--- config.mk ---
export PLATFORM = sky130hd
export DESIGN_NAME = div_unit_flat
export DESIGN_NICKNAME = d
export VERILOG_FILES = /design/src/rtl/div_unit_pkg.sv /design/src/rtl/div_unit_if.sv /design/src/rtl/div_unit_step.sv /design/src/rtl/div_unit.sv /design/src/flat_wrapper.sv
export SDC_FILE = /design/constraint.sdc
export NUM_CORES = 1
export LEC_CHECK = 0
export CORE_MARGIN = 8
export CORE_UTILIZATION = 60
export CTS_CLUSTER_DIAMETER = 120
export DETAILED_ROUTE_END_ITERATION = 8
export PLACE_DENSITY = 0.82
export SYNTH_ARGS = -nofsm -noshare
export SYNTH_HDL_FRONTEND = slang
export SYNTH_SLANG_ARGS = --single-unit
--- constraint.sdc ---
create_clock -name clk_i -period 3.8 [get_ports clk_i]
set_input_delay 0.76 -clock clk_i [delete_from_list [all_inputs] [get_ports clk_i]]
set_output_delay 0.76 -clock clk_i [all_outputs]
set_load 0.01 [all_outputs]
--- src/rtl/div_unit_pkg.sv ---
// Shared types and constants for the iterative integer divider.
package div_unit_pkg;

    localparam int XLEN       = 32;
    localparam int DIV_CYCLES = 32;
    localparam int CNT_W      = $clog2(DIV_CYCLES);

    typedef logic [XLEN-1:0] data_bus_t;

    localparam data_bus_t INT_MIN = {1'b1, {(XLEN-1){1'b0}}};

    typedef enum logic [1:0] {
        DIV_  = 2'd0,
        DIVU_ = 2'd1,
        REM_  = 2'd2,
        REMU_ = 2'd3
    } div_ops_e;

    typedef enum logic {
        FREE = 1'b0,
        BUSY = 1'b1
    } fu_state_e;

    typedef enum logic [2:0] {
        IDLE    = 3'd0,
        PREPARE = 3'd1,
        DIVIDE  = 3'd2,
        RESTORE = 3'd3,
        DONE    = 3'd4
    } div_fsm_e;

    // Signed opcodes need absolute values in and sign fix-up out.
    function automatic logic is_signed_op(input div_ops_e op);
        return (op == DIV_) || (op == REM_);
    endfunction

endpackage

--- src/rtl/div_unit_if.sv ---
// Operand/result handshake between the execute stage and the divider.
interface div_unit_if;
    import div_unit_pkg::*;

    data_bus_t dividend_i;
    data_bus_t divisor_i;
    div_ops_e  opcode_i;
    logic      data_valid_i;
    logic      clear_i;

    data_bus_t result_o;
    logic      data_valid_o;
    logic      divide_by_zero_o;
    logic      overflow_o;
    fu_state_e div_unit_state_o;

    modport master (
        output dividend_i, divisor_i, opcode_i, data_valid_i, clear_i,
        input  result_o, data_valid_o, divide_by_zero_o, overflow_o, div_unit_state_o
    );

    modport slave (
        input  dividend_i, divisor_i, opcode_i, data_valid_i, clear_i,
        output result_o, data_valid_o, divide_by_zero_o, overflow_o, div_unit_state_o
    );

endinterface

--- src/rtl/div_unit_step.sv ---
// One radix-2 restoring iteration: shift {rem, quo} left, trial-subtract the divisor.
module div_step
    import div_unit_pkg::*;
(
    input  logic [XLEN:0] rem_i,
    input  data_bus_t     quo_i,
    input  data_bus_t     divisor_i,
    output logic [XLEN:0] rem_o,
    output data_bus_t     quo_o
);

    logic [XLEN+1:0] shifted;
    logic [XLEN:0]   diff;
    logic            fits;

    // Trial subtraction; keep the difference only when it does not go negative.
    always_comb begin
        // NOTE: every output gets a value on every path so no latch is inferred.
        shifted = {rem_i, quo_i[XLEN-1]};
        fits    = (shifted >= {2'b00, divisor_i});
        diff    = shifted[XLEN:0] - {1'b0, divisor_i};
        rem_o   = fits ? diff : shifted[XLEN:0];
        quo_o   = {quo_i[XLEN-2:0], fits};
    end

endmodule

--- src/rtl/div_unit.sv ---
// Iterative 32-bit divider for DIV/DIVU/REM/REMU with RISC-V special cases.
module div_unit
    import div_unit_pkg::*;
(
    input  logic      clk_i,
    input  logic      rst_n_i,
    div_unit_if.slave bus
);

    div_fsm_e        state_q;
    div_ops_e        op_q;
    data_bus_t       dividend_q;
    data_bus_t       divisor_q;
    data_bus_t       quo_q;
    logic [XLEN:0]   rem_q;
    logic [CNT_W-1:0] cnt_q;
    logic            q_neg_q;
    logic            r_neg_q;
    logic            dbz_pend_q;
    logic            ovf_pend_q;
    data_bus_t       result_q;
    logic            valid_q;
    logic            dbz_q;
    logic            ovf_q;

    logic [XLEN:0]   rem_d;
    data_bus_t       quo_d;
    logic            signed_op;
    data_bus_t       dividend_abs;
    data_bus_t       divisor_abs;
    logic            unit_free;
    logic            accept;

    div_step u_step (
        .rem_i     (rem_q),
        .quo_i     (quo_q),
        .divisor_i (divisor_q),
        .rem_o     (rem_d),
        .quo_o     (quo_d)
    );

    // Operand conditioning for the signed ops and the accept decision.
    always_comb begin
        signed_op    = is_signed_op(op_q);
        dividend_abs = (signed_op && dividend_q[XLEN-1]) ? -dividend_q : dividend_q;
        divisor_abs  = (signed_op && divisor_q[XLEN-1])  ? -divisor_q  : divisor_q;
        unit_free    = (state_q == IDLE) || (state_q == DONE);
        accept       = unit_free && bus.data_valid_i && !bus.clear_i;
    end

    // Divider FSM with registered result, flags and valid pulse.
    always_ff @(posedge clk_i) begin
        // NOTE: state is updated with non-blocking assignments so every branch sees pre-edge values.
        if (!rst_n_i) begin
            // NOTE: there is no storage array here, so every register gets a defined reset value.
            state_q    <= IDLE;
            op_q       <= DIV_;
            dividend_q <= '0;
            divisor_q  <= '0;
            quo_q      <= '0;
            rem_q      <= '0;
            cnt_q      <= '0;
            q_neg_q    <= 1'b0;
            r_neg_q    <= 1'b0;
            dbz_pend_q <= 1'b0;
            ovf_pend_q <= 1'b0;
            result_q   <= '0;
            valid_q    <= 1'b0;
            dbz_q      <= 1'b0;
            ovf_q      <= 1'b0;
        end else begin
            valid_q <= 1'b0;
            if (bus.clear_i) begin
                state_q <= IDLE;
            end else begin
                unique case (state_q)
                    IDLE: ;
                    PREPARE: begin
                        q_neg_q <= 1'b0;
                        r_neg_q <= 1'b0;
                        if (divisor_q == '0) begin
                            quo_q      <= '1;
                            rem_q      <= {1'b0, dividend_q};
                            dbz_pend_q <= 1'b1;
                            state_q    <= DONE;
                        end else if (signed_op && (dividend_q == INT_MIN) && (divisor_q == '1)) begin
                            quo_q      <= INT_MIN;
                            rem_q      <= '0;
                            ovf_pend_q <= 1'b1;
                            state_q    <= DONE;
                        end else begin
                            q_neg_q   <= signed_op && (dividend_q[XLEN-1] ^ divisor_q[XLEN-1]);
                            r_neg_q   <= signed_op && dividend_q[XLEN-1];
                            quo_q     <= dividend_abs;
                            divisor_q <= divisor_abs;
                            rem_q     <= '0;
                            cnt_q     <= CNT_W'(DIV_CYCLES - 1);
                            state_q   <= DIVIDE;
                        end
                    end
                    DIVIDE: begin
                        rem_q <= rem_d;
                        quo_q <= quo_d;
                        cnt_q <= cnt_q - 1'b1;
                        if (cnt_q == '0) begin
                            state_q <= RESTORE;
                        end
                    end
                    RESTORE: begin
                        if (q_neg_q) begin
                            quo_q <= -quo_q;
                        end
                        if (r_neg_q) begin
                            rem_q <= {1'b0, -rem_q[XLEN-1:0]};
                        end
                        state_q <= DONE;
                    end
                    DONE: begin
                        result_q <= ((op_q == DIV_) || (op_q == DIVU_)) ? quo_q : rem_q[XLEN-1:0];
                        valid_q  <= 1'b1;
                        dbz_q    <= dbz_pend_q;
                        ovf_q    <= ovf_pend_q;
                        state_q  <= IDLE;
                    end
                    default: state_q <= IDLE;
                endcase

                // A new operation may start from IDLE or in the DONE cycle (back-to-back).
                if (accept) begin
                    op_q       <= bus.opcode_i;
                    dividend_q <= bus.dividend_i;
                    divisor_q  <= bus.divisor_i;
                    dbz_pend_q <= 1'b0;
                    ovf_pend_q <= 1'b0;
                    state_q    <= PREPARE;
                    if (state_q == IDLE) begin
                        dbz_q <= 1'b0;
                        ovf_q <= 1'b0;
                    end
                end
            end
        end
    end

    assign bus.result_o         = result_q;
    assign bus.data_valid_o     = valid_q;
    assign bus.divide_by_zero_o = dbz_q;
    assign bus.overflow_o       = ovf_q;
    assign bus.div_unit_state_o = unit_free ? FREE : BUSY;

endmodule

--- src/flat_wrapper.sv ---
// flat-port wrapper written by rule: the top's interface ports become plain ports
module div_unit_flat import div_unit_pkg::*;
  (clk_i, rst_n_i, bus_dividend_i, bus_divisor_i, bus_opcode_i, bus_data_valid_i, bus_clear_i, bus_result_o, bus_data_valid_o, bus_divide_by_zero_o, bus_overflow_o, bus_div_unit_state_o);
  div_unit_if bus_i ();
  input  logic clk_i;
  input  logic rst_n_i;
  input wire logic [$bits(bus_i.dividend_i)-1:0] bus_dividend_i;
  input wire logic [$bits(bus_i.divisor_i)-1:0] bus_divisor_i;
  input wire logic [$bits(bus_i.opcode_i)-1:0] bus_opcode_i;
  input wire logic [$bits(bus_i.data_valid_i)-1:0] bus_data_valid_i;
  input wire logic [$bits(bus_i.clear_i)-1:0] bus_clear_i;
  output wire logic [$bits(bus_i.result_o)-1:0] bus_result_o;
  output wire logic [$bits(bus_i.data_valid_o)-1:0] bus_data_valid_o;
  output wire logic [$bits(bus_i.divide_by_zero_o)-1:0] bus_divide_by_zero_o;
  output wire logic [$bits(bus_i.overflow_o)-1:0] bus_overflow_o;
  output wire logic [$bits(bus_i.div_unit_state_o)-1:0] bus_div_unit_state_o;
  assign bus_i.dividend_i = bus_dividend_i;
  assign bus_i.divisor_i = bus_divisor_i;
  assign bus_i.opcode_i = bus_opcode_i;
  assign bus_i.data_valid_i = bus_data_valid_i;
  assign bus_i.clear_i = bus_clear_i;
  assign bus_result_o = bus_i.result_o;
  assign bus_data_valid_o = bus_i.data_valid_o;
  assign bus_divide_by_zero_o = bus_i.divide_by_zero_o;
  assign bus_overflow_o = bus_i.overflow_o;
  assign bus_div_unit_state_o = bus_i.div_unit_state_o;
  div_unit u_core (.clk_i(clk_i), .rst_n_i(rst_n_i), .bus(bus_i));
endmodule
Word level (Yosys, flattened, before mapping)
Index checks and enable logic that the tools add are counted.

operators by class
  equality and inequality tests = 17
  magnitude comparators = 1
  bitwise gates (word level) = 4
  reduce and logical (&&, ||, !) cells = 34
  mux-type cells = 42
  $add $sub $neg = 6

operators with widths
  kind                                                   count
  2-to-1 mux 32 bit                                      11
  negation 32 bit                                        4
  one-hot mux 33 bit (3 select lines)                    1
  one-hot mux 32 bit (3 select lines)                    1
  2-to-1 mux 33 bit                                      2
  equality test 32 bit, second input constant            2
  >= comparator 34 x 32 -> 1 bit                         1
  subtractor 33 x 32 -> 33 bit                           1
  zero test 32 bit                                       1
  2-to-1 mux 1 bit                                       20
  inequality test 2 x 1 -> 1 bit, second input constant  6
  one-hot mux 3 bit (4 select lines)                     1
  2-to-1 mux 5 bit                                       2
  one-hot mux 5 bit (2 select lines)                     1
  AND reduction 2 bit                                    5
  nonzero test 2 bit                                     5
  2-to-1 mux 3 bit                                       3
  AND reduction 3 bit                                    3
  AND reduction 4 bit                                    2
  logical AND 1 bit                                      7
  equality test 3 x 2 -> 1 bit, second input constant    2
  zero test 5 bit                                        1
  AND reduction 5 bit                                    1
  subtractor 5 x 1 -> 5 bit, second input constant       1
  15 further kinds                                       20

storage, ports and cells
  output and inout bits = 36
  bits of input ports = 70
  word-level logic and storage cells = 120
  register bits = 178

Depth between registers and ports, before layout
Gate-level depths: netlist (run 1).

  word-level depth = 8
  depth in mapped cells = 14
  gate-level depth less buffers = 12

Hierarchy
A second synthesis (run 1) with hierarchy kept.

second synthesis, totals
  cell total of the unflattened synthesis = 1,693
  area total of the unflattened synthesis = 12,939.9 um^2

by module, submodules not included
  module    instances  cells an instance  sequential area each (um^2)  area an instance (um^2)
  div_unit  1          1,315              3,563.4                      10,508.8
  div_step  1          378                0.0                          2,431.1

Worst setup path after synthesis (run 1)
Ideal clock, no wire load.

  path type = reg2reg
  start = register u_core.divisor_q[21]
  end = register u_core.rem_q[19]
  library setup time = 74 ps
  cell stages (with the launch flop) = 13
  arrival time = 2,836 ps
  data required time = 3,726 ps
  clock period less this slack = 2,910 ps
  path slack = 890 ps
  path buffers = 3
  cell sequence = dfxtp_1 -> inv_1 -> ha_1 -> clkbuf_1 -> nand4_1 -> or3_1 -> or3_1 -> o211ai_2 -> a21o_1 -> buf_4 -> buf_2 -> nand3_1 -> a31oi_1

between the ends
  longest elaborated chain between the ends = 3
  elaborated cells on any way between the ends = 5
  those cells by class = order compare: 1; mux: 3; reduce/logical: 1

RTL lines
  element                                                             RTL line                             RTL
  start: declaration                                                  div_unit.sv:13                       data_bus_t divisor_q;
  start signal: assignment                                            div_unit.sv:95                       divisor_q <= divisor_abs;
  start signal: assignment                                            div_unit.sv:132                      divisor_q <= bus.divisor_i;
  >= comparator 34 x 32 -> 1 bit or zero test 32 bit (tied branches)  div_unit_step.sv:20, div_unit.sv:81
  2-to-1 mux 33 bit or 2-to-1 mux 32 bit (tied branches)              div_unit_step.sv:22, div_unit.sv:81
  one-hot mux 33 bit (3 select lines) *                               div_unit.sv:76                       unique case (state_q)
  end signal: assignment                                              div_unit.sv:83                       rem_q <= {1'b0, dividend_q};
  end signal: assignment                                              div_unit.sv:102                      rem_q <= rem_d;
  end signal: assignment                                              div_unit.sv:114                      rem_q <= {1'b0, -rem_q[XLEN-1:0]};
  end: declaration                                                    div_unit.sv:15                       logic [XLEN:0] rem_q;

Mark *: on every way between the ends. The rest lies on a longest branch, timed or not.
A chain may end at the register's enable or synchronous reset.

Final worst setup path (run 1)
  start = register u_core.divisor_q[27]
  end = register u_core.rem_q[12]

Same word-level chain as after synthesis.

==> results of run 1 <==
==> flip-flops by register name, summed over array words and instances, names as in the netlist <==
register / flops
u_core.rem_q: 33
u_core.bus.divide_by_zero_o: 1
u_core.cnt_q: 5
u_core.divisor_q: 32
u_core.bus.data_valid_o: 1
u_core.ovf_pend_q: 1
u_core.r_neg_q: 1
u_core.bus.result_o: 32
u_core.state_q: 3
u_core.dbz_pend_q: 1
u_core.q_neg_q: 1
u_core.op_q: 2
u_core.bus.overflow_o: 1
u_core.quo_q: 32
u_core.dividend_q: 32
==> kinds of logic after synthesis <==
logic type | after synthesis
adders and majority gates | 40
buffers and inverters | 193
DFF | 178
AOI/OAI and AO/OA | 566
and+or+nand+nor | 574
xor gates and xnor gates | 106
muxes | 46
==> metrics by stage <==
step / utilization / total power, mW / setup WS [ps] / area [sq um]
final: 0.7020 / 5.685 / 312.2 / 14760
after CTS: 0.7020 / 5.624 / 365.5 / 14760
after global routing: 0.7020 / 5.911 / 148.2 / 14760
after global placement: 0.6748 / 3.867 / 470.7 / 14180
after floorplan: - / 3.350 / 889.8 / 12860
after detailed placement: 0.6748 / 3.891 / 382.9 / 14180
==> final cells by class <==
cell class                 instances  area (sq um)
clock buffer                      17         425.4
inverter                          63         237.7
multi-input combinational       1332          8532
timing repair buffer             163          1506
tap                              275         344.1
fill                            1765          6265
sequential                       178          3565
clock inverter                    14         146.4
==> worst min-delay path: stages, from the launching register on <==
cell,delay (ps)
dfxtp_1,330
nand2_1,60
a21oi_1,50
==> cells in the mapped netlist (all sizes together) (6+ instances only) <==
master | instances | area share
a211oi | 80 | 0.047
a21o | 17 | 0.0099
a21oi | 157 | 0.061
a221o | 8 | 0.0062
a221oi | 34 | 0.024
a311oi | 6 | 0.0041
a31oi | 23 | 0.011
and2 | 8 | 0.0039
buf | 22 | 0.012
clkbuf | 108 | 0.032
dfxtp | 178 | 0.28
ha | 39 | 0.038
inv | 63 | 0.018
mux2i | 43 | 0.033
nand2 | 170 | 0.050
nand2b | 9 | 0.0044
nand3 | 54 | 0.021
nand3b | 12 | 0.0070
nand4 | 31 | 0.015
nor2 | 154 | 0.046
nor2b | 12 | 0.0060
nor3 | 38 | 0.018
nor4 | 18 | 0.011
o211ai | 8 | 0.0051
o21a | 7 | 0.0041
o21ai | 134 | 0.053
o221a | 12 | 0.011
o221ai | 10 | 0.0068
o22ai | 7 | 0.0034
o31ai | 17 | 0.011
o41ai | 8 | 0.0060
or2 | 14 | 0.0070
or3 | 19 | 0.010
or4 | 18 | 0.012
xnor2 | 71 | 0.048
xor2 | 35 | 0.024
==> power groups by stage <==
| stage | sequential, mW | combinational (mW) | clock, mW |
|---|---|---|---|
| after CTS | 2.08 | 1.78 | 1.76 |
| after floorplan | 2.06 | 1.29 | 0 |
| after detailed placement | 2.12 | 1.77 | 0 |
| after global routing | 2.09 | 1.98 | 1.84 |
| after global placement | 2.12 | 1.75 | 0 |
| final | 2.09 | 1.83 | 1.76 |
==> layer usage <==
metal / wire [microns] / part of all wire
met5: 0 / 0
met4: 2523 / 0.057
met3: 4211 / 0.094
met2: 19850 / 0.45
met1: 18000 / 0.40
==> worst min path at each step <==
stage	start	end	slack, ps	cells past startpoint
floorplan	u_core.cnt_q[4]$_SDFFE_PN0P_	u_core.cnt_q[4]$_SDFFE_PN0P_	440	1
global placement	u_core.cnt_q[4]$_SDFFE_PN0P_	u_core.cnt_q[4]$_SDFFE_PN0P_	450	1
detailed placement	u_core.cnt_q[1]$_SDFFE_PN0P_	u_core.cnt_q[1]$_SDFFE_PN0P_	470	2
CTS	u_core.cnt_q[1]$_SDFFE_PN0P_	u_core.cnt_q[1]$_SDFFE_PN0P_	480	2
global route	u_core.cnt_q[1]$_SDFFE_PN0P_	u_core.cnt_q[1]$_SDFFE_PN0P_	510	2
finish	u_core.cnt_q[1]$_SDFFE_PN0P_	u_core.cnt_q[1]$_SDFFE_PN0P_	480	2
==> placed cells by master, fill, tap and decap left out, drive strengths merged, types with 18 or more instances in the layout <==
master and count:
a211oi 80, a21oi 157, a221oi 34, a31oi 23, buf 59, clkdlybuf4s50 104, dfxtp 178, ha 39
inv 68, mux2i 43, nand2 170, nand3 54, nand4 31, nor2 154, nor3 38, nor4 18
o21ai 134, or3 19, or4 18, xnor2 71, xor2 35
==> results.md, run 1 <==
- Setup Skew: 10.63 ps
- Unrepaired setup endpoints after global routing: false
- FFs w/ async S/R, synth: 0
- Worst hold slack: about 480 ps
- Initial Utilization: 0.6117
- Mapped Nets: 1,813
- Post-CTS setup buffer count: 0
- Compound-cell area share of the yosys netlist: 0.2902
- FF-to-FF setup slack: approximately 310 ps
- Crit start category: flop
- Layout cells sized above 1: 0.09394
- Clock Tree Root: clkbuf_16
- Cells on worst reg2reg path: 10
- Synthesized instance count: approximately 1,700
- Met3 GRT Util: 0.05814
- WL final: 44,580 microns
- Ports: roughly 110
- Crit path max-delay family: compound AO/OA/AOI/OAI gates
- CTS buffer count: 17
- Hold buffer count at CTS: 0
- Int Pwr: around 3.5 mW
- Data required time of the critical path: 4130 ps
- DR DRC count: 0
- Worst setup EP type: flop
- Worst-Margin Slew: approximately 1200 ps
- Fin. max-slew vios: 0
- Slew headroom: 0.1889
- CP arrival: approximately 3800 ps
- Top_reg_cell synth: dfxtp_1
- GRT met1 Usage: 0.4168
- DRT antenna net count: 0
- Met2 Usage GRT: 0.5193
- DR pass1 iterations: 8
- Seq/Total Area, Yosys: 0.2771
- Setup TNS: 0 ps
- CTS tree: yes
- CP max FO: 17
- NetSw: between 2 and 2.5 mW
- Worst VDD drop: between 0.0002 and 0.0003 V
- Via count: ~14,000
- IO buf count: between 100 and 150
- Num rows: between 50 and 60
- Pwr per Cell Area: 385.2 nW/um^2
- First-pass GRT wire length: ~70,000 microns
- Sw frac: 0.3756
- Gpl congestion: around 1
- Leak pwr: about 5.4 nW
- Post-Syn Area per Cell: around 7.6 sq um
- Share of power burned in registers: 0.367
- Non-Filler Instances: roughly 2,000
- Combinational power share: 0.322
- Placed insts: approximately 2,000
- Post-synthesis mux area share: 0.03610
- Largest net degree at the start of global routing: 83
- Area grow syn2layout: 14.75%
- Hold violation count in the final report: 0
- Worst stage delay on the critical path: 550 ps
- Clock power frac: 0.310
- Die Ht: 162.4 microns
- Initial antenna violation count: 0
- Adder-Cell Fraction of Synth Area: 0.03950
- Vias in the first global route: approximately 13,000
- Post-CTS sizing: 0
- Cell area after synthesis: around 13,000 sq um
- WL/cell: 21.83 microns
- Tcrit/Tclk final: 0.9179
- Flops & latches, synth: 178
- Initial DRC Count: 2,060
- Clk slew on worst S/H paths: around 80 ps
- Yosys Warn Count: 0
- Inserted Diodes: 0
- Post-DR vias/cell: 6.860
- Number of synthesized flops with an enable pin: 0
- Skew-Pair Late Insertion Delay: between 400 and 500 ps
- Simple-Gate Fraction of Synth Area: 0.2231
- CP Launch Point: u_core.divisor_q[27]$_SDFFE_PN0P_
- Crit path max-delay cell type: a21o_1
- Worst setup path end: u_core.rem_q[12]$_SDFFE_PN0P_
- Period minus WS final: around 3500 ps
- Largest family of logic cells by synthesized area: compound AO/OA/AOI/OAI gates
- Max Cap Viol: 0
- Longest Clk Path Bufs: 2
- Die ar.: 26,370 sq um
- Logic depth of the worst path, buffers included: 10
- Nets: ~1,900
- Hold Path Class: flop to flop
- H-tree level count: 4
- Die width: about 160 microns
- Grt peak-use layer: met2
- CP cell instances: inv_1 -> ha_1 -> nand2_1 -> or3_1 -> or3_1 -> o211ai_2 -> a21o_1 -> buf_4 -> a211oi_1 -> o221a_2
- XOR/XNOR Fraction of Synth Area: 0.07219
- Setup CP Type: flop to flop
- Critical Path Most Common Cell: or3_1
- RR Endpoint: u_core.rem_q[12]$_SDFFE_PN0P_
- Detailed Place HPWL: between 30,000 and 40,000 microns
- GRT Util Overall: 0.3289
- Max frequency: about 0.29 GHz
- Core Box Area: approximately 21,000 sq um
- GRT Residual Overflow: 0
- CP bufs+invs: 2
- Outcome: complete, no violations
- Synth cell types: just under 90
- CTS Sinks: around 180
- Final setup fails: 0
- Worst flop-to-flop path startpoint: u_core.divisor_q[27]$_SDFFE_PN0P_
Note: power is estimated with default switching activity, not from simulation.
==> run 2: changes to the inputs <==
--- a/config.mk
+++ b/config.mk
@@ -10,6 +10,7 @@
 export CTS_CLUSTER_DIAMETER = 120
 export DETAILED_ROUTE_END_ITERATION = 8
 export PLACE_DENSITY = 0.82
+export SKIP_LAST_GASP = 1
 export SYNTH_ARGS = -nofsm -noshare
 export SYNTH_HDL_FRONTEND = slang
 export SYNTH_SLANG_ARGS = --single-unit
==> results of run 2 <==
Same layout as run 1: the final DEF is identical, and so are final timing and power.
